[src/rtl/isa_burst_reader_if.sv]
// Bundles the cache-side fetch port and the DDR burst-read port of isa_burst_reader.
// The slave modport is the reader itself; master is the cache/DDR environment.
interface isa_burst_reader_if #(
  parameter int DDR_ADDR_WIDTH = 28,
  parameter int DDR_DATA_WIDTH = 64,
  parameter int ISA_WIDTH      = 30
);
  logic                      ISA_read_req;
  logic [DDR_ADDR_WIDTH-1:0] ISA_read_addr;
  logic [9:0]                isa_read_len;
  logic [ISA_WIDTH-1:0]      instruction_to_cache;
  logic [9:0]                rd_cnt_isa;
  logic                      rd_burst_data_valid;
  logic                      isa_rd_busy;
  logic                      isa_rd_err;
  logic                      rd_burst_req;
  logic [DDR_ADDR_WIDTH-1:0] rd_burst_addr;
  logic [9:0]                rd_burst_len;
  logic                      rd_burst_ack;
  logic [DDR_DATA_WIDTH-1:0] rd_burst_data;
  logic                      rd_burst_data_valid_ddr;
  logic                      rd_burst_finish;

  modport slave (
    input  ISA_read_req, ISA_read_addr, isa_read_len,
    input  rd_burst_ack, rd_burst_data, rd_burst_data_valid_ddr, rd_burst_finish,
    output instruction_to_cache, rd_cnt_isa, rd_burst_data_valid, isa_rd_busy, isa_rd_err,
    output rd_burst_req, rd_burst_addr, rd_burst_len
  );

  modport master (
    output ISA_read_req, ISA_read_addr, isa_read_len,
    output rd_burst_ack, rd_burst_data, rd_burst_data_valid_ddr, rd_burst_finish,
    input  instruction_to_cache, rd_cnt_isa, rd_burst_data_valid, isa_rd_busy, isa_rd_err,
    input  rd_burst_req, rd_burst_addr, rd_burst_len
  );
endinterface

[src/rtl/isa_burst_reader.sv]
// Instruction-fetch DDR read engine: splits one cache fetch into bounded DDR bursts
// and streams back one instruction per DDR word with a running count.
module isa_burst_reader #(
  parameter int DDR_ADDR_WIDTH = 28,
  parameter int DDR_DATA_WIDTH = 64,
  parameter int ISA_WIDTH      = 30,
  parameter int MAX_BURST_LEN  = 64,
  parameter int ADDR_STEP      = 8
) (
  input logic               clk,
  input logic               rst,
  isa_burst_reader_if.slave bus
);
  typedef enum logic [2:0] {S_IDLE, S_REQ, S_DATA, S_NEXT, S_DONE} state_t;

  localparam logic [9:0]                MAX_LEN = 10'(MAX_BURST_LEN);
  localparam logic [DDR_ADDR_WIDTH-1:0] STEP    = DDR_ADDR_WIDTH'(ADDR_STEP);

  state_t                    state_q, state_d;
  logic [DDR_ADDR_WIDTH-1:0] base_q, base_d, addr_q, addr_d;
  logic [9:0]                len_q, len_d, cnt_q, cnt_d;
  logic [9:0]                bcnt_q, bcnt_d, blen_q, blen_d;
  logic [ISA_WIDTH-1:0]      instr_q, instr_d;
  logic                      strobe_q, strobe_d, busy_q, busy_d;
  logic                      err_q, err_d, req_q, req_d;

  function automatic logic [9:0] clamp_len(input logic [9:0] remaining);
    return (remaining > MAX_LEN) ? MAX_LEN : remaining;
  endfunction

  function automatic logic [DDR_ADDR_WIDTH-1:0] burst_addr(
    input logic [DDR_ADDR_WIDTH-1:0] base, input logic [9:0] done);
    return base + DDR_ADDR_WIDTH'(done) * STEP;
  endfunction

  always_comb begin
    state_d  = state_q;
    base_d   = base_q;
    addr_d   = addr_q;
    len_d    = len_q;
    cnt_d    = cnt_q;
    bcnt_d   = bcnt_q;
    blen_d   = blen_q;
    instr_d  = instr_q;
    strobe_d = 1'b0;
    busy_d   = busy_q;
    err_d    = err_q;
    req_d    = req_q;
    case (state_q)
      S_IDLE: if (bus.ISA_read_req) begin
        base_d = bus.ISA_read_addr;
        len_d  = bus.isa_read_len;
        cnt_d  = '0;
        err_d  = 1'b0;
        if (bus.isa_read_len == 10'd0) begin
          state_d = S_DONE;
        end else begin
          state_d = S_REQ;
          busy_d  = 1'b1;
          req_d   = 1'b1;
          addr_d  = bus.ISA_read_addr;
          blen_d  = clamp_len(bus.isa_read_len);
        end
      end
      S_REQ: if (bus.rd_burst_ack) begin
        req_d   = 1'b0;
        bcnt_d  = '0;
        state_d = S_DATA;
      end
      S_DATA: begin
        // Words past the burst or past the whole fetch are silently dropped.
        if (bus.rd_burst_data_valid_ddr && (bcnt_q < blen_q) && (cnt_q < len_q)) begin
          instr_d  = bus.rd_burst_data[ISA_WIDTH-1:0];
          cnt_d    = cnt_q + 10'd1;
          bcnt_d   = bcnt_q + 10'd1;
          strobe_d = 1'b1;
        end
        // Same-cycle word is already folded into bcnt_d/cnt_d before judging the finish.
        if (bus.rd_burst_finish) begin
          if (bcnt_d < blen_q) begin
            err_d   = 1'b1;
            busy_d  = 1'b0;
            state_d = S_DONE;
          end else if (cnt_d == len_q) begin
            busy_d  = 1'b0;
            state_d = S_DONE;
          end else begin
            state_d = S_NEXT;
          end
        end
      end
      S_NEXT: begin
        state_d = S_REQ;
        req_d   = 1'b1;
        addr_d  = burst_addr(base_q, cnt_q);
        blen_d  = clamp_len(len_q - cnt_q);
      end
      S_DONE: if (!bus.ISA_read_req) begin
        state_d = S_IDLE;
        cnt_d   = '0;
      end
      default: state_d = S_IDLE;
    endcase
  end

  always_ff @(posedge clk) begin
    if (rst) begin
      state_q  <= S_IDLE;
      base_q   <= '0;
      addr_q   <= '0;
      len_q    <= '0;
      cnt_q    <= '0;
      bcnt_q   <= '0;
      blen_q   <= '0;
      instr_q  <= '0;
      strobe_q <= 1'b0;
      busy_q   <= 1'b0;
      err_q    <= 1'b0;
      req_q    <= 1'b0;
    end else begin
      state_q  <= state_d;
      base_q   <= base_d;
      addr_q   <= addr_d;
      len_q    <= len_d;
      cnt_q    <= cnt_d;
      bcnt_q   <= bcnt_d;
      blen_q   <= blen_d;
      instr_q  <= instr_d;
      strobe_q <= strobe_d;
      busy_q   <= busy_d;
      err_q    <= err_d;
      req_q    <= req_d;
    end
  end

  assign bus.instruction_to_cache = instr_q;
  assign bus.rd_cnt_isa           = cnt_q;
  assign bus.rd_burst_data_valid  = strobe_q;
  assign bus.isa_rd_busy          = busy_q;
  assign bus.isa_rd_err           = err_q;
  assign bus.rd_burst_req         = req_q;
  assign bus.rd_burst_addr        = addr_q;
  assign bus.rd_burst_len         = blen_q;
endmodule

[src/flat_wrapper.sv]
// flat-port wrapper written by rule: the top's interface ports become plain ports
module isa_burst_reader_flat 
#(
  parameter int DDR_ADDR_WIDTH = 28,
  parameter int DDR_DATA_WIDTH = 64,
  parameter int ISA_WIDTH      = 30,
  parameter int MAX_BURST_LEN  = 64,
  parameter int ADDR_STEP      = 8
)
  (clk, rst, bus_ISA_read_req, bus_ISA_read_addr, bus_isa_read_len, bus_rd_burst_ack, bus_rd_burst_data, bus_rd_burst_data_valid_ddr, bus_rd_burst_finish, bus_instruction_to_cache, bus_rd_cnt_isa, bus_rd_burst_data_valid, bus_isa_rd_busy, bus_isa_rd_err, bus_rd_burst_req, bus_rd_burst_addr, bus_rd_burst_len);
  isa_burst_reader_if #(.DDR_ADDR_WIDTH(DDR_ADDR_WIDTH), .DDR_DATA_WIDTH(DDR_DATA_WIDTH), .ISA_WIDTH(ISA_WIDTH)) bus_i ();
  input logic clk;
  input logic rst;
  input wire logic [$bits(bus_i.ISA_read_req)-1:0] bus_ISA_read_req;
  input wire logic [$bits(bus_i.ISA_read_addr)-1:0] bus_ISA_read_addr;
  input wire logic [$bits(bus_i.isa_read_len)-1:0] bus_isa_read_len;
  input wire logic [$bits(bus_i.rd_burst_ack)-1:0] bus_rd_burst_ack;
  input wire logic [$bits(bus_i.rd_burst_data)-1:0] bus_rd_burst_data;
  input wire logic [$bits(bus_i.rd_burst_data_valid_ddr)-1:0] bus_rd_burst_data_valid_ddr;
  input wire logic [$bits(bus_i.rd_burst_finish)-1:0] bus_rd_burst_finish;
  output wire logic [$bits(bus_i.instruction_to_cache)-1:0] bus_instruction_to_cache;
  output wire logic [$bits(bus_i.rd_cnt_isa)-1:0] bus_rd_cnt_isa;
  output wire logic [$bits(bus_i.rd_burst_data_valid)-1:0] bus_rd_burst_data_valid;
  output wire logic [$bits(bus_i.isa_rd_busy)-1:0] bus_isa_rd_busy;
  output wire logic [$bits(bus_i.isa_rd_err)-1:0] bus_isa_rd_err;
  output wire logic [$bits(bus_i.rd_burst_req)-1:0] bus_rd_burst_req;
  output wire logic [$bits(bus_i.rd_burst_addr)-1:0] bus_rd_burst_addr;
  output wire logic [$bits(bus_i.rd_burst_len)-1:0] bus_rd_burst_len;
  assign bus_i.ISA_read_req = bus_ISA_read_req;
  assign bus_i.ISA_read_addr = bus_ISA_read_addr;
  assign bus_i.isa_read_len = bus_isa_read_len;
  assign bus_i.rd_burst_ack = bus_rd_burst_ack;
  assign bus_i.rd_burst_data = bus_rd_burst_data;
  assign bus_i.rd_burst_data_valid_ddr = bus_rd_burst_data_valid_ddr;
  assign bus_i.rd_burst_finish = bus_rd_burst_finish;
  assign bus_instruction_to_cache = bus_i.instruction_to_cache;
  assign bus_rd_cnt_isa = bus_i.rd_cnt_isa;
  assign bus_rd_burst_data_valid = bus_i.rd_burst_data_valid;
  assign bus_isa_rd_busy = bus_i.isa_rd_busy;
  assign bus_isa_rd_err = bus_i.isa_rd_err;
  assign bus_rd_burst_req = bus_i.rd_burst_req;
  assign bus_rd_burst_addr = bus_i.rd_burst_addr;
  assign bus_rd_burst_len = bus_i.rd_burst_len;
  isa_burst_reader #(.DDR_ADDR_WIDTH(DDR_ADDR_WIDTH), .DDR_DATA_WIDTH(DDR_DATA_WIDTH), .ISA_WIDTH(ISA_WIDTH), .MAX_BURST_LEN(MAX_BURST_LEN), .ADDR_STEP(ADDR_STEP)) u_core (.clk(clk), .rst(rst), .bus(bus_i));
endmodule
[config.mk]
export PLATFORM = sky130hd
export DESIGN_NAME = isa_burst_reader_flat
export DESIGN_NICKNAME = d
export VERILOG_FILES = /design/src/rtl/isa_burst_reader_if.sv /design/src/rtl/isa_burst_reader.sv /design/src/flat_wrapper.sv
export SDC_FILE = /design/constraint.sdc
export NUM_CORES = 1
export LEC_CHECK = 0
export CAP_MARGIN = 20
export CORE_UTILIZATION = 49
export CTS_BUF_LIST = sky130_fd_sc_hd__clkbuf_8 sky130_fd_sc_hd__clkbuf_16
export DETAILED_ROUTE_END_ITERATION = 10
export GPL_ROUTABILITY_DRIVEN = 0
export PLACE_DENSITY_LB_ADDON = 0.12
export RECOVER_POWER = 25
export SETUP_SLACK_MARGIN = 0.3
export SLEW_MARGIN = 15
export SYNTH_ARGS = -nofsm -noshare
export SYNTH_HDL_FRONTEND = slang
export SYNTH_SLANG_ARGS = --single-unit
[constraint.sdc]
create_clock -name clk -period 5.1 [get_ports clk]
set_input_delay 0.765 -clock clk [delete_from_list [all_inputs] [get_ports clk]]
set_output_delay 0.765 -clock clk [all_outputs]
set_load 0.01 [all_outputs]
# Word level (Yosys, flattened, before mapping)
# Cells that the tools add are included.
# op_classes
n_addsub,4
order_cmp,5
n_eq_ne,12
mux,38
bitwise_logic,1
n_reduce_logical,19
# ops
op,n
two-way mux 10 bit,11
two-way mux 28 bit,2
one-hot mux 28 bit (2 select lines),1
one-hot mux 10 bit (2 select lines),2
less-than comparator 10 bit,3
one-hot mux 10 bit (3 select lines),1
adder 28 x 13 -> 28 bit,1
two-way mux 3 bit,7
"adder 10 x 1 -> 10 bit, second input constant",2
"greater-than comparator 10 x 7 -> 1 bit, second input constant",2
one-hot mux 3 bit (5 select lines),1
AND reduction 4 bit,3
== test 10 bit,1
logical NOT 10 bit,1
two-way mux 1 bit,10
"inequality test 2 bit, second input constant",5
subtractor 10 bit,1
"== test 3 x 2 -> 1 bit, second input constant",2
AND reduction 2 bit,3
AND reduction 3 bit,2
nonzero test 2 bit,3
nonzero test 3 bit,2
AND reduction 5 bit,1
one-hot mux 1 bit (2 select lines),2
other kinds (9),10
# totals
register_bits,133
inputBits,108
out_inout_bits,82
wordCells,91

# Depth between registers and ports, before layout
# logic_depth
word_depth,10
depth_mapped,23
mapped_depth_nobuf,21

# Worst setup path after synthesis
# Ideal clock, no wire load.
# synth_timing
path_type,register to register
startpoint,"reg u_core.cnt_q[4], in the netlist u_core.bus.rd_cnt_isa[4]"
endpoint,reg u_core.state_q[0]
setup_ns,0.118
arrival_ns,4.256
required_time_ns,4.982
path_slack_ns,0.725
path_stages_with_launch,22
n_path_buf,3
synth_period_minus_slack_ns,4.375
cell_sequence,dfxtp_1 clkbuf_1 inv_1 ha_1 nand3_1 or3_1 o21ai_1 or4b_1 buf_2 nor2_4 clkbuf_1 nand2_1 xnor2_1 ha_1 a21o_1 a21o_1 a21oi_1 o21ai_0 o41ai_1 a41oi_2 a221oi_2 nor2_1
# synth_between
elab_chain_len,9
word_cells_on_any_way,13
cone_classes,1 x add/sub; 2 x order compare; 1 x eq/ne; 8 x mux; 1 x reduce/logical
# synth_rtl
item,line_no,text
"start, declared",isa_burst_reader.sv:21,"logic [9:0] len_q, len_d, cnt_q, cnt_d;"
"start signal, assigned",isa_burst_reader.sv:125,cnt_q <= cnt_d;
branches (longest 6 deep; another with less-than comparator 10 bit),--,
two-way mux 3 bit *,isa_burst_reader.sv:80,if (bcnt_d < blen_q) begin
two-way mux 3 bit *,isa_burst_reader.sv:79,if (bus.rd_burst_finish) begin
one-hot mux 3 bit (5 select lines) *,isa_burst_reader.sv:49,case (state_q)
"end signal, assigned",isa_burst_reader.sv:121,state_q <= state_d;
"end, declared",isa_burst_reader.sv:19,"state_t state_q, state_d;"
# Every way passes the cells marked *. The select of a mux whose other input is x is not followed.
# A chain may end at the register's enable or synchronous reset.

# Final worst setup path
# layout_timing
startpoint,"reg u_core.cnt_q[8], in the netlist u_core.bus.rd_cnt_isa[8]"
endpoint,reg u_core.state_q[0]
# The elaborated chain is that of the path after synthesis.

==> results.toml <==
[sta]
layout_setup_ws_ps = 580.3
period_share_pct = 88.62
slew_headroom_pct = -13.58
hold_viol_final = 0
fmax_ghz = 0.2213
rsz0062_at_grt = "false"
finalSetupViolCount = 0
fin_skew_ps = 8.087
worstMarginPinSlew_ps = 1704
fin_setup_tns_ps = 0
drv_slew = 65
min_period_ps = 4520

[placement]
port_buffers = 155
dp_worst_setup_slack_ps = 326.2
post-dp-hpwl_um = 13880
placed_cell_area_sq_um = 8875

[run]
cap_violations = 2

[drt]
viasPerCell = 5.662
drc = 0
ant_nets = 0
wl_per_cell_um = 16.10
firstDrtPassIters = 5
drt_iter0_drc = 501
finalWirelength_um = 20070
vias = 7055

[outcome]
violations = "capacitance limit, slew limit"
status = "finished with violations"

[floorplanning]
die_area_sq_um = 15080
fp-row-count = 43
initial_core_util_pct = 50.92
ios = 190
die_y_um = 122.8
core_area_sq_um = 14040
die_width_um = 122.8

[worst_setup_path]
worstPathCellList = "inv_1 -> ha_1 -> nand4_1 -> or3_1 -> o21ai_1 -> or4b_4 -> nor3_4 -> and3_1 -> nand3_1 -> xnor2_1 -> ha_1 -> a211oi_1 -> o21ai_1 -> o41ai_2 -> buf_4 -> a41oi_2 -> a221oi_2 -> nor2_1"
cp-end-kind = "register"
cp_slowest_cell = "or4b_4"
critPathBufInv = 2
cp.required_ps = 5410
path_depth = 18
path_class = "register to register"
cp_max_fo = 6
arrival_ps = 4830
r2r_cells = 18
cp_top_family = "simple AND/OR/NAND/NOR gates"
worstSetupStartpointType = "register"
slowest_delay_ps = 570

[logic_synthesis]
ys_types = 65
avgSynthCellArea_sq_um = 7.815
ys_async_sr_fraction_pct = 0
syn_inst = 915
synth_seq_cells = 133
netlist_area_sq_um = 7151
synth_top_area_share_pct = 37.24
synth_edf_count = 0
synth_flop_cell = "dfxtp_1"
syn_nets = 1065
synth_seq_area_share_pct = 37.24
synth_top_cell_by_area = "dfxtp_1"
synth_area_leaders = "dfxtp_1 37%, nand2_1 10%, a21oi_1 7.6%"
yosysMostFrequentCell = "nand2_1"
yosys_warnings = 0
synth_commonest_cells = "193 x nand2_1, 133 x dfxtp_1, 108 x a21oi_1"

[clock_network]
cts_tree = "yes"
numCtsBuffers = 17
postCtsHoldBufs = 0
clock-sinks = 133
clock_latency_ps = 420
clockBufferDepth = 2
htree_levels = 4
clkSlewWorstSetupHoldPaths_ps = 60
cts_root_buf = "clkbuf_16"

[cells_and_area]
fillers = 1190
syn_to_final_growth_pct = 32.95
num-nets-final = 1203
drive_gt1_share_pct = 6.197
stdcell_area_sq_um = 9507

[global_route]
grt_pass1_wl_um = 32250
antenna_found_initial = 1
grt_use_total_pct = 27.47
grt_pass1_vias = 6546
grt_max_degree = 69
grt_overflow = 0

[power_and_ir_drop]
ir_worst_vdd_mv = 0.2457
power_w = 0.003030
power_density_nw_per_um2 = 318.7
power_leakage_nw = 3.674

[hold_path]
hold_depth = 2
hold_class = "register to register"
## per-layer routing
layer | vias up | GRT usage (%) | routed length (um)
li1 | 3508 | - | -
met1 | 3290 | 34.36 | 8894
met2 | 228 | 44.56 | 9258
met3 | 29 | 8.550 | 1588
met4 | 0 | 9.223 | 325
met5 | - | 0 | 0
## cell usage in the layout, fill, tap and decap left out, types with 3 or more instances in the layout
cell type        synthesis  final
a22oi_1                 14     14
clkdlybuf4s50_1          0    111
xor2_1                  20     20
clkinvlp_4               0      4
nor4_1                   4      4
a211oi_1                22     22
ha_1                    40     40
xnor2_1                 28     28
nand3_1                 18     18
a221oi_1                 4      4
nand2b_1                 3      3
and3_1                  12     12
bufinv_16                0      3
a311oi_1                12     12
or3_1                   11     11
nor2_1                  56     56
and2_1                   5      4
o211ai_1                 3      3
nor3_1                  26     25
a32oi_1                  5      5
clkbuf_16                0     17
a21oi_1                108    107
a21o_1                   7      7
nand4_1                  6      6
nand2_1                193    193
o21ai_1                  3      3
buf_4                    0     17
o21a_1                   5      5
a31oi_1                  4      4
o21ai_0                 24     23
dfxtp_1                133    133
clkbuf_8                 0      3
o22ai_1                 15     14
inv_1                   32     32
nor2b_1                  8      8
dlygate4sd3_1            0     43
## through the flow
| stage | hold slack [ps] | std cells | util, % |
|---|---|---|---|
| finish | 449.4 | 1246 | 67.70 |
| global route | 465.4 | 1245 | 67.68 |
| CTS | 453.7 | 1245 | 67.58 |
| detailed placement | 446.9 | 1214 | 63.20 |
| global placement | 439.8 | 1214 | 63.20 |
| floorplan | 436.6 | 915 | - |
## report_power, final
part	switching, W	total (W)	internal [W]	leakage [nW]
clock	0.000468	0.00127	0.000806	0.291
sequential	0.0000504	0.00116	0.00111	1.09
combinational	0.000332	0.000600	0.000268	2.30
## repair_timing
item,in CTS,in global routing
setup buffers,0,0
endpoints found under the setup margin,0,5
resized for setup,0,5
## sequential cells by signal, indices dropped and copies added (netlist names)
register,cells
u_core.bus.instruction_to_cache,30
u_core.bus.rd_burst_addr,28
u_core.bcnt_q,10
u_core.bus.rd_cnt_isa,10
u_core.base_q,28
u_core.bus.isa_rd_busy,1
u_core.bus.rd_burst_data_valid,1
u_core.bus.rd_burst_len,10
u_core.len_q,10
u_core.state_q,3
u_core.bus.rd_burst_req,1
u_core.bus.isa_rd_err,1
## layout make-up
type	instances	area (sq um)	share of cell area (%)
multi-input combinational	696	4205	44.24
sequential	133	2663	28.01
timing repair buffer	173	1677	17.64
clock buffer	20	466.7	4.909
tap	180	225.2	2.369
clock inverter	11	147.6	1.553
inverter	32	120.1	1.263
antenna	1	2.502	0.02632
## worst register-to-register path, stage by stage (launching register included)
cell      delay [ps]
dfxtp_1          400
inv_1            130
ha_1             400
nand4_1          150
or3_1            130
o21ai_1           80
or4b_4           570
nor3_4           270
and3_1           300
nand3_1          120
xnor2_1          230
ha_1             300
a211oi_1         200
o21ai_1          140
o41ai_2          370
buf_4            180
a41oi_2           60
a221oi_2         320
nor2_1            60
## worst paths after layout
kind | startpoint | endpoint | slack, ps
min reg2reg | u_core.bus.instruction_to_cache[16] | u_core.bus.instruction_to_cache[16] | 450
max reg2reg | u_core.bus.rd_cnt_isa[8] | u_core.state_q[0] | 580
max | u_core.bus.rd_cnt_isa[8] | u_core.state_q[0] | 580
min | u_core.bus.instruction_to_cache[16] | u_core.bus.instruction_to_cache[16] | 450
## logic make-up after synthesis
logic type               after synthesis  synth area share (%)
AO/OA/AOI/OAI                        246                 21.73
XOR/XNOR                              49                 6.107
adder cells (fa/ha/maj)               42                 7.559
buffers and inverters                 86                 4.567
flip-flops                           133                 37.24
multiplexers                           4                0.5949
AND/OR/NAND/NOR                      355                 22.20
Note: power is estimated with default switching activity, not from simulation.
